$ cat src/rtl/mem_access_unit_pkg.sv
// Shared memory-stage types for the MIPS pipeline (package CPU_def).
// Access-size and memory-access-unit state encodings used by mem_access_unit and lane_align.
package CPU_def;

    localparam int unsigned BYTE_LANES = 4;

    typedef enum logic [1:0] {
        MEM_BYTE = 2'b00,
        MEM_HALF = 2'b01,
        MEM_WORD = 2'b10
    } mem_size_t;

    typedef enum logic [1:0] {
        MAU_IDLE,
        MAU_REQ,
        MAU_WAIT,
        MAU_DONE
    } mau_state_t;

    // Size code 2'b11 is treated as a word access.
    function automatic mem_size_t decode_size(input logic [1:0] code);
        case (code)
            2'b00:   return MEM_BYTE;
            2'b01:   return MEM_HALF;
            default: return MEM_WORD;
        endcase
    endfunction

endpackage

$ cat src/rtl/mem_access_unit_lane_align.sv
// lane_align: little-endian byte-lane steering for stores and load extraction.
// Purely combinational; data width is fixed at four byte lanes.
module lane_align
    import CPU_def::*;
#(
    parameter int unsigned DATA_BITS = 32
) (
    input  logic [1:0]            offset,
    input  mem_size_t             size,
    input  logic                  is_unsigned,
    input  logic [DATA_BITS-1:0]  wdata,
    input  logic [DATA_BITS-1:0]  rdata,
    output logic [BYTE_LANES-1:0] be,
    output logic [DATA_BITS-1:0]  wdata_rep,
    output logic [DATA_BITS-1:0]  rdata_ext
);

    logic [DATA_BITS-1:0] shifted;

    always_comb begin
        be        = '0;
        wdata_rep = '0;
        rdata_ext = '0;
        shifted   = rdata >> {offset, 3'b000};
        case (size)
            MEM_BYTE: begin
                be        = 4'b0001 << offset;
                wdata_rep = {4{wdata[7:0]}};
                rdata_ext = is_unsigned ? {{(DATA_BITS-8){1'b0}}, shifted[7:0]}
                                        : {{(DATA_BITS-8){shifted[7]}}, shifted[7:0]};
            end
            MEM_HALF: begin
                be        = 4'b0011 << {offset[1], 1'b0};
                wdata_rep = {2{wdata[15:0]}};
                rdata_ext = is_unsigned ? {{(DATA_BITS-16){1'b0}}, shifted[15:0]}
                                        : {{(DATA_BITS-16){shifted[15]}}, shifted[15:0]};
            end
            default: begin
                be        = '1;
                wdata_rep = wdata;
                rdata_ext = shifted;
            end
        endcase
    end

endmodule

$ cat src/rtl/mem_access_unit.sv
// mem_access_unit: M-stage load/store initiator on a valid/ready data-memory channel.
// Optional macro MEM_MISALIGN_TRAP_EN: trap misaligned half/word accesses instead of aligning them.
module mem_access_unit
    import CPU_def::*;
#(
    parameter int unsigned ADDR_BITS      = 32,
    parameter int unsigned DATA_BITS      = 32,
    parameter int unsigned TIMEOUT_CYCLES = 255
) (
    input  logic                 clk,
    input  logic                 rst,
    input  logic                 mem_read_m,
    input  logic                 mem_write_m,
    input  logic [1:0]           mem_size_m,
    input  logic                 mem_unsigned_m,
    input  logic [ADDR_BITS-1:0] alu_out_m,
    input  logic [DATA_BITS-1:0] write_data_m,
    output logic                 stall_m,
    output logic [DATA_BITS-1:0] read_data_m,
    output logic                 load_valid_m,
    output logic                 misalign_m,
    output logic                 bus_error_m,
    output logic                 dmem_req,
    output logic                 dmem_we,
    output logic [ADDR_BITS-3:0] dmem_addr,
    output logic [3:0]           dmem_be,
    output logic [DATA_BITS-1:0] dmem_wdata,
    input  logic                 dmem_ready,
    input  logic                 dmem_rvalid,
    input  logic [DATA_BITS-1:0] dmem_rdata
);

    localparam int unsigned CNT_BITS = $clog2(TIMEOUT_CYCLES + 1);

    mau_state_t state, state_nxt;

    logic [ADDR_BITS-3:0] waddr_q;
    logic [1:0]           offset_q;
    mem_size_t            size_q;
    logic                 uns_q;
    logic                 we_q;
    logic                 err_q;
    logic [DATA_BITS-1:0] wdata_q;
    logic [DATA_BITS-1:0] rdata_q;
    logic [CNT_BITS-1:0]  cnt_q;

    mem_size_t            size_in;
    logic [1:0]           offset_in;
    logic                 start;
    logic                 trap;
    logic                 expired;
    logic                 to_err;
    logic [3:0]           be_w;
    logic [DATA_BITS-1:0] wdata_w;
    logic [DATA_BITS-1:0] rdata_w;

`ifdef MEM_MISALIGN_TRAP_EN
    logic mis_q;
    assign trap = ((size_in == MEM_HALF) && alu_out_m[0]) ||
                  ((size_in == MEM_WORD) && (alu_out_m[1:0] != 2'b00));
`else
    assign trap = 1'b0;
`endif

    // Offset is always forced to natural alignment; trapped accesses never use it.
    always_comb begin
        size_in = decode_size(mem_size_m);
        case (size_in)
            MEM_BYTE: offset_in = alu_out_m[1:0];
            MEM_HALF: offset_in = {alu_out_m[1], 1'b0};
            default:  offset_in = 2'b00;
        endcase
    end

    always_comb begin
        start     = (state == MAU_IDLE) && (mem_read_m || mem_write_m) && !rst;
        expired   = (cnt_q == CNT_BITS'(TIMEOUT_CYCLES - 1));
        to_err    = 1'b0;
        state_nxt = state;
        case (state)
            MAU_IDLE: if (start) state_nxt = trap ? MAU_DONE : MAU_REQ;
            MAU_REQ: begin
                if (dmem_ready) begin
                    state_nxt = we_q ? MAU_DONE : MAU_WAIT;
                end else if (expired) begin
                    state_nxt = MAU_DONE;
                    to_err    = 1'b1;
                end
            end
            MAU_WAIT: begin
                if (dmem_rvalid) begin
                    state_nxt = MAU_DONE;
                end else if (expired) begin
                    state_nxt = MAU_DONE;
                    to_err    = 1'b1;
                end
            end
            default: state_nxt = MAU_IDLE;
        endcase
    end

    always_ff @(posedge clk or posedge rst) begin
        if (rst) begin
            state    <= MAU_IDLE;
            waddr_q  <= '0;
            offset_q <= '0;
            size_q   <= MEM_BYTE;
            uns_q    <= 1'b0;
            we_q     <= 1'b0;
            err_q    <= 1'b0;
            wdata_q  <= '0;
            rdata_q  <= '0;
            cnt_q    <= '0;
        end else begin
            state <= state_nxt;
            if ((state == MAU_REQ) || (state == MAU_WAIT)) cnt_q <= cnt_q + 1'b1;
            else                                          cnt_q <= '0;
            if (start) begin
                waddr_q  <= alu_out_m[ADDR_BITS-1:2];
                offset_q <= offset_in;
                size_q   <= size_in;
                uns_q    <= mem_unsigned_m;
                we_q     <= mem_write_m;
                wdata_q  <= write_data_m;
                err_q    <= 1'b0;
            end
            if ((state == MAU_WAIT) && dmem_rvalid) begin
                rdata_q <= rdata_w;
            end else if (to_err) begin
                rdata_q <= '0;
                err_q   <= 1'b1;
            end else if (start && trap) begin
                rdata_q <= '0;
            end
        end
    end

    lane_align #(
        .DATA_BITS(DATA_BITS)
    ) u_lane_align (
        .offset      (offset_q),
        .size        (size_q),
        .is_unsigned (uns_q),
        .wdata       (wdata_q),
        .rdata       (dmem_rdata),
        .be          (be_w),
        .wdata_rep   (wdata_w),
        .rdata_ext   (rdata_w)
    );

    always_comb begin
        dmem_req     = (state == MAU_REQ);
        dmem_we      = dmem_req && we_q;
        dmem_addr    = dmem_req ? waddr_q : '0;
        dmem_be      = dmem_req ? be_w    : '0;
        dmem_wdata   = dmem_req ? wdata_w : '0;
        stall_m      = start || (state == MAU_REQ) || (state == MAU_WAIT);
        read_data_m  = rdata_q;
        bus_error_m  = (state == MAU_DONE) && err_q;
        load_valid_m = (state == MAU_DONE) && !we_q && !err_q && !trap_done();
    end

`ifdef MEM_MISALIGN_TRAP_EN
    always_ff @(posedge clk or posedge rst) begin
        if (rst)        mis_q <= 1'b0;
        else if (start) mis_q <= trap;
    end

    function automatic logic trap_done();
        return mis_q;
    endfunction

    assign misalign_m = (state == MAU_DONE) && mis_q;
`else
    function automatic logic trap_done();
        return 1'b0;
    endfunction

    assign misalign_m = 1'b0;
`endif

endmodule

$ cat config.mk
export PLATFORM = sky130hd
export DESIGN_NAME = mem_access_unit
export DESIGN_NICKNAME = d
export VERILOG_FILES = /design/src/rtl/mem_access_unit_pkg.sv /design/src/rtl/mem_access_unit_lane_align.sv /design/src/rtl/mem_access_unit.sv
export SDC_FILE = /design/constraint.sdc
export NUM_CORES = 1
export LEC_CHECK = 0
export ABC_CLOCK_PERIOD_IN_PS = 10100
export CORE_MARGIN = 5
export CORE_UTILIZATION = 26
export DETAILED_ROUTE_END_ITERATION = 8
export GPL_ROUTABILITY_DRIVEN = 0
export HOLD_SLACK_MARGIN = 0.1
export SYNTH_ARGS = -nofsm -noshare
export SYNTH_HDL_FRONTEND = slang
export SYNTH_SLANG_ARGS = --single-unit
$ cat constraint.sdc
create_clock -name clk -period 10.1 [get_ports clk]
set_clock_uncertainty 0.15 [all_clocks]
set_input_delay 1.515 -clock clk [delete_from_list [all_inputs] [get_ports clk]]
set_output_delay 1.515 -clock clk [all_outputs]
set_load 0.02 [all_outputs]
## Word-level counts from Yosys, hierarchy flattened

Cells that the tools add are included.

- Register bits: 111
- Bits of input ports: 105
- Output and inout port bits: 104
- Word-level logic and storage cells: 67

- Add/sub/neg operators: 1
- Equal/unequal tests: 8
- Shifts and indexed selects: 3
- Mux-type cells: 26
- Reductions and logical operators: 19

Operator list:

| operator | count |
|---|---|
| 2-to-1 mux 32 bit | 5 |
| case mux 32 bit (2 select lines) | 2 |
| >> shifter 32 x 5 -> 32 bit | 1 |
| 2-to-1 mux 30 bit | 1 |
| adder 8 x 1 -> 8 bit, second input constant | 1 |
| equality test 2 x 1 -> 1 bit, second input constant | 4 |
| equality test 8 bit, second input constant | 1 |
| logical NOT 2 bit | 4 |
| 2-to-1 mux 2 bit | 4 |
| 2-to-1 mux 8 bit | 1 |
| case mux 2 bit (2 select lines) | 2 |
| case mux 4 bit (2 select lines) | 1 |
| logical AND 1 bit | 7 |
| 2-to-1 mux 1 bit | 7 |
| case mux 2 bit (3 select lines) | 1 |
| equality test 2 bit, second input constant | 2 |
| logical OR 1 bit | 4 |
| 2-to-1 mux 4 bit | 1 |
| << shifter 1 x 2 -> 4 bit, first input constant | 1 |
| << shifter 2 x 2 -> 4 bit, first input constant | 1 |
| logical NOT 1 bit | 3 |
| inequality test 2 bit, second input constant | 1 |
| case mux 1 bit (2 select lines) | 1 |
| nonzero test 2 bit | 1 |

## Depth between registers and ports, before layout

- Word-level depth: 6
- Gate-level depth with buffers: 8
- Mapped depth without buffers: 6

## By module

Synthesis repeated with hierarchy kept, for this count alone.

- Cells, all modules: 555
- Area, all modules: 6118.4 µm²

By module, submodules not included:

| module | instances | cells an instance | area an instance (µm²) |
|---|---|---|---|
| mem_access_unit | 1 | 371 | 4813.4 |
| lane_align | 1 | 184 | 1305.0 |

## Worst setup path after synthesis

OpenSTA, ideal clock, no wires.

- Kind: input port to output port
- Start point: input rst
- End point: output stall_m
- Arrival: 2.367 ns
- Data required time: 8.435 ns
- Path slack: 6.068 ns
- Stages: 4
- Cells stage by stage: or3_1 buf_2 buf_2 nand2_1

- Cells in the longest elaborated chain, start to end: 4

RTL lines:

| item | line | text |
|---|---|---|
| start, declared | mem_access_unit.sv:11 | `input logic rst,` |
| logical NOT 1 bit (no line) | n/a |  |
| logical AND 1 bit | mem_access_unit.sv:76 | `start = (state == MAU_IDLE) && (mem_read_m \|\| mem_write_m) && !rst;` |
| logical OR 1 bit (2 in a row) | mem_access_unit.sv:157 | `stall_m = start \|\| (state == MAU_REQ) \|\| (state == MAU_WAIT);` |
| end, declared | mem_access_unit.sv:18 | `output logic stall_m,` |

Every way passes these cells.

## Worst setup path after layout

- Start point: input mem_write_m
- End point: output stall_m

- Cells in the longest elaborated chain, start to end: 5

RTL lines:

| item | line | text |
|---|---|---|
| start, declared | mem_access_unit.sv:13 | `input logic mem_write_m,` |
| logical OR 1 bit | mem_access_unit.sv:76 |  |
| logical AND 1 bit (2 in a row) | mem_access_unit.sv:76 |  |
| logical OR 1 bit (2 in a row) | mem_access_unit.sv:157 |  |

Every way passes these cells.

==> results.sh <==
export IMPL_dpl_hpwl_mm=12.8
export IMPL_ant_nets=0
export IMPL_yosysWarnings=0
export IMPL_route_detailed_drc=0
export IMPL_detail_route_wl_per_cell_um=18.1
export IMPL_arrival_ps=3630
export IMPL_leakagePower_uw=0.00334
export IMPL_drv_slew=0
export IMPL_crit_path_end_kind="primary output"
export IMPL_die_width_um=159
export IMPL_crit_top_cell="clkdlybuf4s50_1"
export IMPL_synthToLayoutAreaGrowth_pct=44.8
export IMPL_p_comb_share_pct=51.8
export IMPL_vias=4586
export IMPL_drv_cap=0
export IMPL_power_density_mw_per_mm2=283
export IMPL_worst_setup_path_type="in2out"
export IMPL_viasPerCell=4.66
export IMPL_ios=209
export IMPL_crit_chain="clkdlybuf4s50_1 -> nor2_1 -> or3_4 -> nand2_1 -> clkdlybuf4s50_1"
export IMPL_hp_class="reg2reg"
export IMPL_r2r_cells=6
export IMPL_ys_top_cells_by_area="dfrtp_1 48%, mux2_1 11%, mux2i_1 5.9%"
export IMPL_holdPathStages=1
export IMPL_synth_top_area_cell="dfrtp_1"
export IMPL_slowest_delay_ps=840
export IMPL_ys_ff_latch=111
export IMPL_rsz0062_at_grt="no"
export IMPL_clkTransAtPathRegs_ps=80
export IMPL_critPathMaxFanout=74
export IMPL_crit_buf_inv=2
export IMPL_cts_resized=0
export IMPL_coreArea_mm2=0.0218
export IMPL_dieArea_mm2=0.0251
export IMPL_clock_sinks=111
export IMPL_syn_area_mm2=0.00574
export IMPL_ys_top_cells_by_count="111 x dfrtp_1, 57 x mux2_1, 44 x and2_1, 44 x nor2_1"
export IMPL_syn_inst=511
export IMPL_pwr_share_seq_pct=33.6
export IMPL_run_status="complete, no violations"
export IMPL_synth_enable_flop_cells=0
export IMPL_max_freq_mhz=189
export IMPL_power_uw=2350
export IMPL_avgSynthCellArea_um2=11.2
export IMPL_async_flop_share_pct=100
export IMPL_routed_wl_mm=17.9
export IMPL_post_route_period_util_pct=52.4
export IMPL_cts_hold_buf=0
export IMPL_clockBufferDepth=2
export IMPL_first_global_vias=4872
export IMPL_cts_tree="built"
export IMPL_grt_pass1_wl_mm=27.8
export IMPL_yosysUniqueCellTypes=48
export IMPL_postCtsSetupBuffers=0
export IMPL_dr_pass1_iters=4
export IMPL_finalHoldViolCount=0
export IMPL_p_sw_uw=955
export IMPL_setup_tns_ps=0
export IMPL_critical_path_required_ps=8440
export IMPL_tightest_slew_ps=1160
export IMPL_p_clk_share_pct=14.6
export IMPL_yosysSeqAreaShare_pct=48.4
export IMPL_startpoint_type="input port"
export IMPL_r2r_slack_ps=7330
export IMPL_io_buffers=207
export IMPL_ys_flop_type="dfrtp_1"
export IMPL_synth_most_common_cell="dfrtp_1"
export IMPL_grt_usage_pct=14.2
export IMPL_final_min_clock_period_ps=5300
export IMPL_cts_buffers=9
export IMPL_die_h_um=159
export IMPL_drt_iter0_drc=130
export IMPL_antenna_found_initial=1
export IMPL_slowest_stage="or3_4"
export IMPL_finalSetupViolCount=0
export IMPL_grt_max_degree=80
export IMPL_cts_root_buf="clkbuf_16"
export IMPL_num_rows=54
export IMPL_clk_latency_ps=350
export IMPL_intPower_uw=1400
export IMPL_fin_nets=810
export IMPL_htree_levels=3
export IMPL_critPathTopFamily="simple AND/OR/NAND/NOR gates"
export IMPL_path_depth=5
export IMPL_syn_nets=623
export IMPL_initial_utilization_pct=26.4
export IMPL_yosys_area_top_type_share_pct=48.4
export IMPL_grt_ovfl_total=0
export IMPL_ir_worst_vdd_v=0.000117
export IMPL_netSwitchingFraction_pct=40.6
export IMPL_drive_above_1_share_pct=6.97
export IMPL_slew_headroom_pct=22.0
## power groups by stage
stage | combinational [uW] | clock, uW | sequential, uW
after floorplan | 719 | 0 | 806
after global placement | 1230 | 0 | 798
after detailed placement | 1230 | 0 | 804
after CTS | 1240 | 360 | 795
after global routing | 1330 | 375 | 822
final | 1220 | 343 | 791
## path summary, 6_finish.rpt
kind | startpoint | endpoint
setup / recovery | mem_write_m | stall_m
hold / removal | waddr_q[28] | waddr_q[28]
setup reg to reg | state[0] | read_data_m[18]
hold reg to reg | waddr_q[28] | waddr_q[28]
max in group asynchronous | rst | wdata_q[7]
min in group asynchronous | rst | waddr_q[16]
## placed cells by master (no fill, tap or decap), types with 3 or more instances in the layout
| cell type | n |
|---|---|
| nor2_1 | 44 |
| nand3_1 | 4 |
| nand2_1 | 25 |
| ha_1 | 7 |
| o21ai_0 | 4 |
| nand2b_1 | 4 |
| a21oi_1 | 34 |
| clkbuf_16 | 9 |
| o2bb2ai_1 | 22 |
| mux2_1 | 57 |
| nor2b_1 | 3 |
| inv_1 | 8 |
| xnor2_1 | 3 |
| o21ai_1 | 3 |
| dfrtp_1 | 111 |
| mux2i_1 | 34 |
| clkdlybuf4s50_1 | 207 |
| or3_1 | 3 |
| a221o_1 | 16 |
| buf_4 | 6 |
| and2_1 | 44 |
| mux2_2 | 17 |
## cell type report
type / count / area (um2)
repair buffers: 213 / 2120
fillers: 2156 / 13400
diodes: 1 / 2.50
multi-input cells: 354 / 2750
flip-flops and latches: 111 / 2780
well taps: 280 / 350
clock inverters: 6 / 43.8
clock buffers: 10 / 229
inverters: 9 / 36.3
## per-stage QoR
stage	util (%)	worst slack [ps]	std cells	hold slack, ps	cell area (um2)
finish	38.2	4800	984	335	8310
global route	38.2	4600	984	358	8310
CTS	38.2	4730	983	342	8310
detailed placement	36.9	4750	967	323	8030
global placement	36.9	4810	967	316	8030
floorplan	-	5500	511	302	5740
## metal layers
layer | vias up | wire [um] | part of all wire, % | track usage (%)
met4 | 0 | 196 | 1.1 | 2.97
met2 | 130 | 8350 | 47 | 23.0
met1 | 2253 | 8020 | 45 | 18.7
met5 | - | 0 | 0 | 0
met3 | 10 | 1290 | 7.2 | 4.38
li1 | 2193 | - | - | -
## logic make-up (layout without fill, tap and decap cells)
family / after synthesis / after routing / synth area share, %
AOI/OAI and AO/OA: 93 / 93 / 12.1
xor gates and xnor gates: 5 / 5 / 0.763
adders and majority gates: 7 / 7 / 1.53
buffers and inverters: 46 / 238 / 3.82
DFF: 111 / 111 / 48.4
muxes: 110 / 110 / 21.1
other: 1 / 2 / 0.0654
and+or+nand+nor: 138 / 138 / 12.3
## worst register-to-register path, stage by stage, from the launching register on
cell	delay (ps)
dfrtp_1	430
inv_1	150
ha_1	370
nand2_2	320
or3_1	450
a211oi_4	620
a221o_1	220
## state kept, by name, summed over array words and instances (netlist names)
| register | flops |
|---|---|
| cnt_q | 8 |
| err_q | 1 |
| offset_q | 2 |
| read_data_m | 32 |
| size_q | 2 |
| state | 2 |
| uns_q | 1 |
| waddr_q | 30 |
| wdata_q | 32 |
| we_q | 1 |
No activity file was read; power rests on OpenSTA's default activity.
